**src/rtl/batalha_naval_nucleo.sv**
```systemverilog
// Battleship game core: mode FSM, latched ship map, shot history, life/hit
// counters, win/loss detection and timed status LEDs for the display drivers.
module batalha_naval_nucleo #(
  parameter int LINHAS        = 7,
  parameter int COLUNAS       = 5,
  parameter int VIDAS         = 3,
  parameter int STATUS_CICLOS = 1000,
  localparam int LW = (LINHAS > 2) ? $clog2(LINHAS) : 1,
  localparam int CW = (COLUNAS > 2) ? $clog2(COLUNAS) : 1,
  localparam int N  = LINHAS * COLUNAS,
  localparam int VW = $clog2(VIDAS + 1),
  localparam int AW = $clog2(N + 1)
) (
  input  logic          clock_in,
  input  logic          rst_n,
  input  logic [1:0]    modo,
  input  logic          confirmar,
  input  logic [LW-1:0] coord_linha,
  input  logic [CW-1:0] coord_coluna,
  input  logic [N-1:0]  mapa_in,
  output logic [N-1:0]  matriz_out,
  output logic [2:0]    estado,
  output logic [VW-1:0] vida,
  output logic [AW-1:0] acertos,
  output logic          mapa_ok,
  output logic          LED_R,
  output logic          LED_G,
  output logic          LED_B
);

  localparam int IW = (N > 2) ? $clog2(N) : 1;
  localparam int SW = (STATUS_CICLOS > 1) ? $clog2(STATUS_CICLOS + 1) : 1;

  typedef enum logic [2:0] {
    DESLIGADO  = 3'd0,
    PREPARACAO = 3'd1,
    ATAQUE     = 3'd2,
    VITORIA    = 3'd3,
    DERROTA    = 3'd4
  } t_estado;

  function automatic logic [AW-1:0] f_popcount(input logic [N-1:0] v);
    logic [AW-1:0] s;
    s = '0;
    for (int i = 0; i < N; i++) s = s + AW'(v[i]);
    return s;
  endfunction

  t_estado       r_estado, w_estado;
  logic [N-1:0]  r_mapa, w_mapa, r_tiros, w_tiros, r_matriz, w_matriz;
  logic          r_mapa_ok, w_mapa_ok;
  logic [AW-1:0] r_acertos, w_acertos;
  logic [VW-1:0] r_vida, w_vida;
  logic [2:0]    r_led, w_led;
  logic [SW-1:0] r_cnt, w_cnt;

  logic          w_valido, w_tirado, w_alvo, w_limpa;
  logic [IW-1:0] w_idx;
  logic [N-1:0]  w_sel;
  logic [AW-1:0] w_pop;
  logic [2:0]    w_evento;

  assign w_valido = (int'(coord_linha) < LINHAS) && (int'(coord_coluna) < COLUNAS);
  assign w_idx    = IW'(int'(coord_linha) * COLUNAS + int'(coord_coluna));
  assign w_sel    = {{(N-1){1'b0}}, 1'b1} << w_idx;
  assign w_tirado = |(r_tiros & w_sel);
  assign w_alvo   = |(r_mapa & w_sel);
  assign w_pop    = f_popcount(r_mapa);

  // Next-state, shot judgement, LED timer and display matrix
  always_comb begin
    w_estado  = r_estado;
    w_mapa    = r_mapa;
    w_mapa_ok = r_mapa_ok;
    w_tiros   = r_tiros;
    w_acertos = r_acertos;
    w_vida    = r_vida;
    w_evento  = 3'b000;
    w_limpa   = 1'b0;
    w_led     = r_led;
    w_cnt     = r_cnt;
    w_matriz  = r_matriz;

    case (r_estado)
      DESLIGADO: begin
        if (modo == 2'b01) w_estado = PREPARACAO;
        else               w_estado = DESLIGADO;
      end
      PREPARACAO: begin
        if (modo == 2'b10 && r_mapa_ok) begin
          w_estado  = ATAQUE;
          w_tiros   = '0;
          w_acertos = '0;
          w_vida    = VW'(VIDAS);
        end else if (confirmar) begin
          if (|mapa_in) begin
            w_mapa    = mapa_in;
            w_mapa_ok = 1'b1;
          end else begin
            w_evento = 3'b001;
          end
        end else begin
          w_estado = PREPARACAO;
        end
      end
      ATAQUE: begin
        if (!confirmar) begin
          w_estado = ATAQUE;
        end else if (!w_valido || w_tirado) begin
          w_evento = 3'b001;
        end else if (w_alvo) begin
          w_tiros   = r_tiros | w_sel;
          w_acertos = r_acertos + AW'(1);
          w_evento  = 3'b010;
          if (r_acertos + AW'(1) == w_pop) w_estado = VITORIA;
          else                             w_estado = ATAQUE;
        end else begin
          w_tiros  = r_tiros | w_sel;
          w_evento = 3'b100;
          if (r_vida != '0) w_vida = r_vida - VW'(1);
          else              w_vida = r_vida;
          if (r_vida <= VW'(1)) w_estado = DERROTA;
          else                  w_estado = ATAQUE;
        end
      end
      VITORIA: w_estado = VITORIA;
      DERROTA: w_estado = DERROTA;
      default: w_estado = DESLIGADO;
    endcase

    // Mode 00 overrides everything, including a coincident confirm
    if (modo == 2'b00) begin
      w_limpa   = 1'b1;
      w_estado  = DESLIGADO;
      w_mapa    = '0;
      w_mapa_ok = 1'b0;
      w_tiros   = '0;
      w_acertos = '0;
      w_vida    = VW'(VIDAS);
      w_evento  = 3'b000;
    end else begin
      w_limpa = 1'b0;
    end

    if (w_limpa || r_estado == DESLIGADO) begin
      w_led = 3'b000;
      w_cnt = '0;
    end else if (w_evento != 3'b000) begin
      w_led = w_evento;
      w_cnt = SW'(STATUS_CICLOS - 1);
    end else if (r_cnt != '0) begin
      w_cnt = r_cnt - SW'(1);
    end else begin
      w_led = 3'b000;
    end

    if (w_limpa) begin
      w_matriz = '0;
    end else begin
      case (r_estado)
        DESLIGADO:         w_matriz = '0;
        PREPARACAO:        w_matriz = mapa_in;
        ATAQUE:            w_matriz = r_tiros & r_mapa;
        VITORIA, DERROTA:  w_matriz = r_mapa;
        default:           w_matriz = '0;
      endcase
    end
  end

  // State and datapath registers
  always_ff @(posedge clock_in or negedge rst_n) begin
    if (!rst_n) begin
      r_estado  <= DESLIGADO;
      r_mapa    <= '0;
      r_mapa_ok <= 1'b0;
      r_tiros   <= '0;
      r_acertos <= '0;
      r_vida    <= VW'(VIDAS);
      r_led     <= 3'b000;
      r_cnt     <= '0;
      r_matriz  <= '0;
    end else begin
      r_estado  <= w_estado;
      r_mapa    <= w_mapa;
      r_mapa_ok <= w_mapa_ok;
      r_tiros   <= w_tiros;
      r_acertos <= w_acertos;
      r_vida    <= w_vida;
      r_led     <= w_led;
      r_cnt     <= w_cnt;
      r_matriz  <= w_matriz;
    end
  end

  assign matriz_out = r_matriz;
  assign estado     = r_estado;
  assign vida       = r_vida;
  assign acertos    = r_acertos;
  assign mapa_ok    = r_mapa_ok;
  assign LED_R      = r_led[2];
  assign LED_G      = r_led[1];
  assign LED_B      = r_led[0];

endmodule

```
**config.mk**
```make
export PLATFORM = sky130hd
export DESIGN_NAME = batalha_naval_nucleo
export DESIGN_NICKNAME = d
export VERILOG_FILES = /design/src/rtl/batalha_naval_nucleo.sv
export SDC_FILE = /design/constraint.sdc
export NUM_CORES = 1
export LEC_CHECK = 0
export ABC_AREA = 1
export BUFFER_PORTS_ARGS = -buffer_cell sky130_fd_sc_hd__buf_2
export CAP_MARGIN = 20
export CORE_MARGIN = 3
export CORE_UTILIZATION = 50
export DETAILED_ROUTE_END_ITERATION = 10
export GPL_TIMING_DRIVEN = 0
export PLACE_DENSITY = 0.7
export SLEW_MARGIN = 20
export SYNTH_ARGS = -nofsm -noshare
export SYNTH_HDL_FRONTEND = slang
export SYNTH_SLANG_ARGS = --single-unit
```
**constraint.sdc**
```tcl
create_clock -name clock_in -period 14.4 [get_ports clock_in]
set_input_delay 1.44 -clock clock_in [delete_from_list [all_inputs] [get_ports clock_in]]
set_output_delay 1.44 -clock clock_in [all_outputs]
set_load 0.005 [all_outputs]
```
==> flow_summary.json <==
{
  "drt_iter0_drc": 901,
  "drive_gt1_share_pct": 13.5,
  "relSlewSlack_pct": 49.9,
  "antenna_found_initial": 0,
  "clk_pin_slew_ns": 0.06,
  "num_rows": 46,
  "hold_depth": 2,
  "top_layer": "met4",
  "num_antenna_cells": 0,
  "cp.required_ns": 14.76,
  "syn-mean-instance-area_um2": 7.55,
  "cts_tree": "built",
  "timing.rr.end": "estado[0]",
  "groute.usage.overall_pct": 29.0,
  "die_h_um": 135,
  "die_x_um": 135,
  "grt_pass1_vias": 7522,
  "ys_seq_elements": 130,
  "dr.pass1.iters": 5,
  "tightest_slew_ns": 0.749,
  "rsz0062_at_grt": "no",
  "htreeDepth": 4,
  "clk_root_buffer_cell": "clkbuf_16",
  "reg2reg_depth": 24,
  "critical_path_arrival_ns": 6.35,
  "core_area_mm2": 0.0161,
  "worstSkewPairLatency_ns": 0.43,
  "vias_per_cell": 5.54,
  "r2r_slack_ns": 8.42,
  "finalSetupViolCount": 0,
  "start_util_pct": 51.9,
  "netlist_instances": 1107,
  "io_buffers": 95,
  "cp-start-kind": "flip-flop",
  "yosysWarnings": 0,
  "routabilityCongestion": 0.954,
  "max_freq_mhz": 167,
  "route.met3.wl_um": 1980,
  "hpwl_um": 19600,
  "drv_slew": 0,
  "postCtsHoldBufs": 0,
  "syn_nets": 1201,
  "nets": 1316,
  "status": "complete, no violations",
  "drtAntennaViolNets": 0,
  "synth_area_mm2": 0.00836,
  "cts_buffer_depth": 2,
  "numCtsBuffers": 17,
  "post_cts_buffers": 0,
  "endpoint_kind": "flip-flop",
  "hold_path.class": "reg -> reg",
  "ys_types": 38,
  "wl_met1_um": 11600,
  "timing.rr.start": "r_mapa[23]",
  "routed_wl_um": 25800,
  "hold_viol": 0,
  "drcViolationCount": 0,
  "ctsResizeCount": 0,
  "dieArea_mm2": 0.0183,
  "min_to": "vida[1]",
  "grt_overflow_total": 0,
  "fin_setup_tns_ns": 0,
  "worstSetupPathType": "reg -> reg",
  "grt_pass1_wl_um": 40800,
  "cts.sinks": 130,
  "ys_seq_area_share_pct": 38.9,
  "syn_to_final_growth_pct": 16.4,
  "wl_per_cell_um": 17.8,
  "worstHoldStart": "vida[1]",
  "io_pins": 96,
  "clock_skew_ns": 0.0101,
  "critPathMaxFanout": 4,
  "max_cap_violations": 0,
  "vias": 8031,
  "fin_crit_sh_pct": 41.5,
  "grt_start_max_net_pins": 71,
  "met2_length_um": 11700,
  "period_minus_slack_ns": 5.98
}
## cell usage in the layout, fill, tap and decap left out, types with 23 or more instances in the layout
cell      count
nand3_1      92
o21ai_1      35
dfrtp_1     128
buf_2       101
o22ai_1      70
a21oi_1      61
fa_1         28
clkbuf_1     23
nor3_1       33
nand2_1     198
inv_1       218
nor2_1       70
## through the flow
step | setup WS, ns | std cells | util (%) | cell area, um^2 | hold WS, ns
2_1_floorplan | 9.03 | 1107 | - | 8360 | 0.477
3_3_place_gp | 8.50 | 1418 | 56.5 | 9110 | 0.486
3_5_place_dp | 8.45 | 1419 | 56.7 | 9150 | 0.492
4_1_cts | 8.38 | 1450 | 60.4 | 9730 | 0.500
5_1_grt | 8.09 | 1450 | 60.4 | 9730 | 0.530
6_report | 8.42 | 1450 | 60.4 | 9730 | 0.495
## worst max path at each step
stage | startpoint | end | slack, ns | cells after the start
after global routing | r_mapa[23] | estado[0] | 8.09 | 24
after CTS | r_mapa[23] | estado[0] | 8.38 | 24
after global placement | r_mapa[23] | estado[0] | 8.50 | 24
after floorplan | r_mapa[23] | estado[0] | 9.03 | 24
after detailed placement | r_mapa[23] | estado[0] | 8.45 | 24
final | r_mapa[23] | estado[0] | 8.42 | 24
## critical path, stage by stage (launching register included)
cell	delay (ns)
dfrtp_1	0.32
inv_1	0.10
fa_1	0.55
inv_1	0.05
fa_1	0.49
inv_1	0.05
fa_1	0.52
inv_1	0.07
fa_1	0.48
fa_1	0.50
inv_1	0.05
fa_1	0.45
fa_1	0.39
inv_1	0.12
fa_1	0.41
inv_1	0.09
nor2_1	0.04
or3_1	0.37
nor4_1	0.20
nand3_1	0.10
nor3_1	0.23
nand2_1	0.13
nand3_1	0.09
nand3_1	0.06
nand2_1	0.08
## Yosys cell counts
cell | number | share of area (%)
nor2_1 | 70 | 3.1
nand2_2 | 2 | 0.15
or3b_2 | 1 | 0.10
o22ai_1 | 70 | 5.2
a21oi_1 | 61 | 3.7
nor2_2 | 10 | 0.75
buf_6 | 5 | 0.67
buf_1 | 8 | 0.36
o21bai_1 | 2 | 0.18
inv_1 | 218 | 9.8
fa_1 | 28 | 6.7
nand3_1 | 92 | 5.5
or2_2 | 2 | 0.15
o21ai_0 | 21 | 1.3
nand3b_1 | 2 | 0.18
or2_1 | 1 | 0.075
nor4_1 | 10 | 0.75
ha_1 | 20 | 3.0
clkbuf_1 | 23 | 1.0
o21a_1 | 1 | 0.090
nand3_2 | 2 | 0.24
nand2_1 | 198 | 8.9
xnor2_1 | 8 | 0.84
o211ai_1 | 1 | 0.090
or3_1 | 2 | 0.15
o21ai_1 | 35 | 2.1
xor2_1 | 6 | 0.63
dfstp_2 | 2 | 0.63
dfrtp_1 | 128 | 38
clkinv_1 | 1 | 0.045
a211oi_1 | 11 | 0.99
and3_1 | 2 | 0.15
buf_2 | 7 | 0.42
nand4_1 | 13 | 0.97
nor3_1 | 33 | 2.0
a31oi_1 | 2 | 0.15
inv_2 | 3 | 0.13
buf_4 | 6 | 0.54
## registers in the layout (all words and copies together) (netlist names)
register	cells
vida	2
r_mapa	35
r_led	3
matriz_out	35
acertos	6
r_tiros	35
r_cnt	10
mapa_ok	1
estado	3
## logic make-up after synthesis
logic type,share of synthesized area [%]
buf+inv,13.0
flops,38.9
compound gates,13.7
simple gates,23.2
fa+ha+maj,9.70
xor+xnor,1.47
## routing by layer
layer	vias to the layer above	track usage, %
met2	380	44.6
met4	0	7.67
li1	3823	-
met1	3774	42.3
met3	54	5.46
met5	-	0
## area by class of cell
type                       count  area (um^2)
clock buffer                  19          453
sequential                   130         3260
tap                          216          270
clock inverter                12          133
timing repair buffer          96          513
multi-input combinational    706         4020
fill                        1513         6380
buffer                        49          253
inverter                     222          833
Power is left out: the tool's default activity adds up to more than one toggle a clock period on the data nets, which glitch-free logic cannot reach.
